`src/rtl/shift_seq_pkg.sv`:
```
// shift_seq_pkg: opcode and state encodings shared by the shift sequencer
package shift_seq_pkg;
  localparam int OP_W = 3;
  typedef enum logic [OP_W-1:0] {OP_LOAD, OP_SHL, OP_SHR, OP_ROL, OP_ROR, OP_ASR} op_t;
  typedef enum logic [1:0] {ST_IDLE, ST_LOAD, ST_SHIFT, ST_DONE} state_t;
endpackage

```
`src/rtl/shift_amt_counter.sv`:
```
// shift_amt_counter: loadable down-counter flagging the final shift cycle
module shift_amt_counter #(
  parameter int CNT_W = 3
) (
  input  logic             clk,
  input  logic             rst,
  input  logic             load,
  input  logic [CNT_W-1:0] amt,
  input  logic             dec,
  output logic             last
);
  logic [CNT_W-1:0] cnt_q, cnt_d;
  always_comb begin
    cnt_d = load ? amt : dec ? cnt_q - 1'b1 : cnt_q;
    last  = cnt_q == CNT_W'(1);
  end
  always_ff @(posedge clk or posedge rst)
    if (rst) cnt_q <= '0;
    else     cnt_q <= cnt_d;
endmodule

```
`src/rtl/shift_sequencer.sv`:
```
// shift_sequencer: runs one load/shift command on an external universal shifter
module shift_sequencer
  import shift_seq_pkg::*;
#(
  parameter int WIDTH = 8,
  parameter int CNT_W = 3
) (
  input  logic             c,
  input  logic             rst,
  input  logic             cmd_valid,
  output logic             cmd_ready,
  input  logic [OP_W-1:0]  cmd_op,
  input  logic [CNT_W-1:0] cmd_amt,
  input  logic [WIDTH-1:0] cmd_data,
  input  logic [WIDTH-1:0] q_fb,
  output logic [WIDTH-1:0] sh_d,
  output logic             sh_i,
  output logic             sh_l,
  output logic             sh_r,
  output logic             busy,
  output logic             done,
  output logic             cmd_err
);
  state_t           state_q, state_d;
  op_t              op_q, op_d;
  logic [WIDTH-1:0] data_q, data_d;
  logic             err_q, err_d;
  logic             accept, last, loading, shifting, unused_q;
  assign unused_q = ^q_fb[WIDTH-2:1];
  shift_amt_counter #(.CNT_W(CNT_W)) u_cnt (
    .clk (c),
    .rst (rst),
    .load(accept),
    .amt (cmd_amt),
    .dec (shifting),
    .last(last)
  );
  always_comb begin
    cmd_ready = ~rst & (state_q == ST_IDLE);
    accept    = cmd_valid & cmd_ready;
    loading   = state_q == ST_LOAD;
    shifting  = state_q == ST_SHIFT;
    op_d      = accept ? op_t'(cmd_op) : op_q;
    data_d    = accept ? cmd_data : data_q;
    err_d     = accept ? cmd_op > OP_W'(OP_ASR) : (state_q == ST_DONE) ? 1'b0 : err_q;
    state_d   = state_q;
    case (state_q)
      ST_IDLE:  if (accept) state_d = (cmd_op > OP_W'(OP_ASR)) ? ST_DONE :
                                      (cmd_op == OP_W'(OP_LOAD)) ? ST_LOAD :
                                      (cmd_amt == '0) ? ST_DONE : ST_SHIFT;
      ST_LOAD:  state_d = ST_DONE;
      ST_SHIFT: if (last) state_d = ST_DONE;
      default:  state_d = ST_IDLE;
    endcase
    busy    = state_q != ST_IDLE;
    done    = state_q == ST_DONE;
    cmd_err = done & err_q;
    sh_d    = loading ? data_q : '0;
    sh_l    = loading | (shifting & (op_q == OP_SHL || op_q == OP_ROL));
    sh_r    = loading | (shifting & (op_q == OP_SHR || op_q == OP_ROR || op_q == OP_ASR));
    // rotates and ASR recirculate a bit from the shifter's own output
    sh_i    = shifting & ((op_q == OP_ROL || op_q == OP_ASR) ? q_fb[WIDTH-1] :
                          (op_q == OP_ROR) ? q_fb[0] : 1'b0);
  end
  always_ff @(posedge c or posedge rst)
    if (rst) begin
      state_q <= ST_IDLE;
      op_q    <= OP_LOAD;
      data_q  <= '0;
      err_q   <= 1'b0;
    end else begin
      state_q <= state_d;
      op_q    <= op_d;
      data_q  <= data_d;
      err_q   <= err_d;
    end
endmodule
```
`config.mk`:
```
export PLATFORM = sky130hd
export DESIGN_NAME = shift_sequencer
export DESIGN_NICKNAME = d
export VERILOG_FILES = /design/src/rtl/shift_seq_pkg.sv /design/src/rtl/shift_amt_counter.sv /design/src/rtl/shift_sequencer.sv
export SDC_FILE = /design/constraint.sdc
export NUM_CORES = 1
export LEC_CHECK = 0
export ABC_AREA = 0
export ABC_CLOCK_PERIOD_IN_PS = 2050
export CAP_MARGIN = 15
export CORE_UTILIZATION = 42
export CTS_CLUSTER_DIAMETER = 120
export CTS_CLUSTER_SIZE = 25
export DETAILED_ROUTE_END_ITERATION = 12
export GPL_TIMING_DRIVEN = 1
export PLACE_DENSITY = 0.79
export SLEW_MARGIN = 5
export SYNTH_ARGS = -nofsm -noshare
export SYNTH_HDL_FRONTEND = slang
export SYNTH_SLANG_ARGS = --single-unit
```
`constraint.sdc`:
```
create_clock -name c -period 2.05 [get_ports c]
set_input_delay 0.41 -clock c [delete_from_list [all_inputs] [get_ports c]]
set_output_delay 0.41 -clock c [all_outputs]
set_load 0.01 [all_outputs]
```
==> metrics.cfg <==
[outcome]
outcome = completed

[critical_path]
path_class = reg2out
worstSetupStartpointType = register
cp_max_fo = 5
required_ns = 1.64
r2r_cells = 5
crit_arrival_ns = 1.58
end_kind = output port

[floorplanning]
start_util = 0.442
ios = 40
dieArea_mm2 = 0.00250
core-area_mm2 = 0.00219
die_h_um = 50.0
row_count = 17
die_w_um = 50.0

[layout]
fin_area_mm2 = 0.00140
drive_above_1_share = 0.227
instances_no_fill = 156
n_antenna_cell = 0
syn2layout_area_growth_pct = 44.2
nets = 160

[placed_design]
dpl.hpwl_um = 1520
place_worst_setup_slack_ns = -0.0991
dpl.cell_count = 148
dpl_cell_area_mm2 = 0.00133
gp_congestion = 0.736
io_buffers = 33

[clock_network]
htree_levels = 1
path_clk_slew_ns = 0.09
cts_tree = done
clock_latency_ns = 0.29
clock_path_buffers = 2
clockRootBuffer = clkbuf_4
numCtsBuffers = 3
postCtsHoldBufs = 0
cts_sinks = 17

[power_and_ir_drop]
finalPower_mw = 1.84
leakage_nw = 0.722
cellPowerDensity_mw_per_mm2 = 1320
power.switching_uw = 670
switching_share = 0.364
sequentialPowerShare = 0.339
vdd_ir_drop_max_mv = 0.599
clkPwrFrac = 0.097
p_comb_frac = 0.564
p_int_mw = 1.17

[drt]
ant_nets = 0
maxUsedRoutingLayer = met4
route.vias.total = 761
via_per_inst = 4.88
wl_met1_um = 846
firstDrtPassIters = 3
wl_met2_um = 1130
wl_met3_um = 108
drc = 0
drtIter0Drc = 7
detail_route.wirelength_um = 2090
wl_per_cell_um = 13.4

[synth]
synth_seq_cells = 17
synth_seq_area_share = 0.439
synth_cell_types = 26
netlist_area_um2 = 968
yosys_warnings = 0
syn_avg_cell_area_um2 = 11.1
syn-num-nets = 118
syn_inst = 87

[flow_run]
maxCapViolCount = 0

[timing]
finalWorstSetupSlack_ns = 0.0626
finalHoldViolations = 0
layout_min_cycle_time_ns = 1.99
final_max_slew_viol_count = 0
period_share = 0.969
fmax_mhz = 503
setup_viol = 0
fin_skew_ns = 0.00896
slew_headroom = 0.573
worstMarginPinSlew_ns = 0.640

[grt]
grt_max_degree = 19
grt_antenna_before_repair = 0
grt_pass1_wl_um = 3440
grt_pass1_vias = 804
gr-total-overflow = 0
grt_util_all_layers = 0.184

[worst_hold_path]
min_path_type = reg2reg
whs_path_depth = 1

## final timing paths
check / to / slack, ns / from
max: cmd_err / 0.06 / state_q[0]
min: data_q[3] / 0.50 / data_q[3]
max reg2reg: state_q[0] / 0.47 / state_q[1]
min reg2reg: data_q[3] / 0.50 / data_q[3]
max in group asynchronous: state_q[0] / 1.00 / rst
min in group asynchronous: state_q[1] / 0.60 / rst
## cell type report
class / instances / area [µm²]
Clock buffer: 3 / 22.5
Clock inverter: 1 / 5.00
Inverter: 6 / 22.5
Tap cell: 28 / 35.0
Sequential cell: 17 / 427
Multi-Input combinational cell: 62 / 517
Timing Repair Buffer: 39 / 368
Fill cell: 196 / 795
## sequential cells by signal, indices dropped and copies added (netlist names)
register,flops
op_q,3
err_q,1
state_q,2
data_q,8
u_cnt.cnt_q,3
## cell families after synthesis
group	Yosys count	synth area share
fa+ha+maj	6	0.0775
mux	13	0.165
xor+xnor	2	0.0181
flops	17	0.439
buf+inv	8	0.0426
compound gates	14	0.0917
simple gates	27	0.165
## through the flow
step | hold slack, ns | util | TNS [ns]
after floorplan | 0.336 | - | 0
after global placement | 0.482 | 0.607 | -0.0847
after detailed placement | 0.488 | 0.607 | -0.0991
after CTS | 0.511 | 0.623 | -0.139
after global routing | 0.536 | 0.637 | -0.00439
final | 0.503 | 0.637 | 0
## cell usage after synthesis
| master | instances | area (µm²) |
|---|---|---|
| a21o_1 | 1 | 7.51 |
| a21oi_1 | 5 | 25.0 |
| a22o_1 | 1 | 8.76 |
| and2_1 | 10 | 62.6 |
| buf_4 | 1 | 7.51 |
| buf_6 | 1 | 11.3 |
| dfrtp_1 | 17 | 425 |
| ha_1 | 6 | 75.1 |
| inv_1 | 6 | 22.5 |
| mux2_2 | 8 | 90.1 |
| mux2_4 | 4 | 60.1 |
| mux2i_1 | 1 | 10.0 |
| nand2_1 | 6 | 22.5 |
| nand2_4 | 1 | 11.3 |
| nand2b_1 | 4 | 25.0 |
| nand3b_1 | 1 | 7.51 |
| nor2_1 | 3 | 11.3 |
| nor2b_4 | 1 | 13.8 |
| o21ai_0 | 2 | 10.0 |
| o21bai_1 | 1 | 7.51 |
| o22ai_1 | 1 | 6.26 |
| o311ai_0 | 1 | 8.76 |
| o31ai_1 | 2 | 15.0 |
| or3_1 | 1 | 6.26 |
| xnor2_1 | 1 | 8.76 |
| xor2_1 | 1 | 8.76 |
## cell usage in the layout, fill, tap and decap left out, types with 4 or more instances in the layout
| cell type | count |
|---|---|
| nand2_1 | 6 |
| mux2_2 | 8 |
| inv_1 | 4 |
| dlygate4sd2_1 | 12 |
| nand2b_1 | 4 |
| mux2_4 | 4 |
| clkdlybuf4s50_1 | 18 |
| dfrtp_1 | 16 |
| buf_4 | 6 |
| a21oi_1 | 5 |
| and2_1 | 10 |
| ha_1 | 4 |
## power by group through the flow
stage          logic (mW)  clock network, mW  registers [mW]
6_report             1.04              0.179           0.623
5_1_grt              1.15              0.202           0.647
4_1_cts             0.993              0.190           0.625
3_5_place_dp         1.01                  0           0.629
3_3_place_gp        0.979                  0           0.613
2_1_floorplan       0.648                  0           0.592
## routing by layer
metal / up-vias / global-route usage
li1: 376 / -
met5: - / 0
met3: 2 / 0.0432
met1: 357 / 0.205
met2: 26 / 0.333
met4: 0 / 0.0667
## worst max-delay path, cell delays in order, from the launching register on
cell and delay, ns:
dfrtp_2 0.46, buf_4 0.15, ha_1 0.24, and2_1 0.17, dlygate4sd2_1 0.27
## repair_timing
item	in CTS	in global routing
pin swaps	0	0
resized for setup	16	5
endpoints found under the setup margin	14	6
buffers inserted	1	3
(Power assumes the default switching activity.)
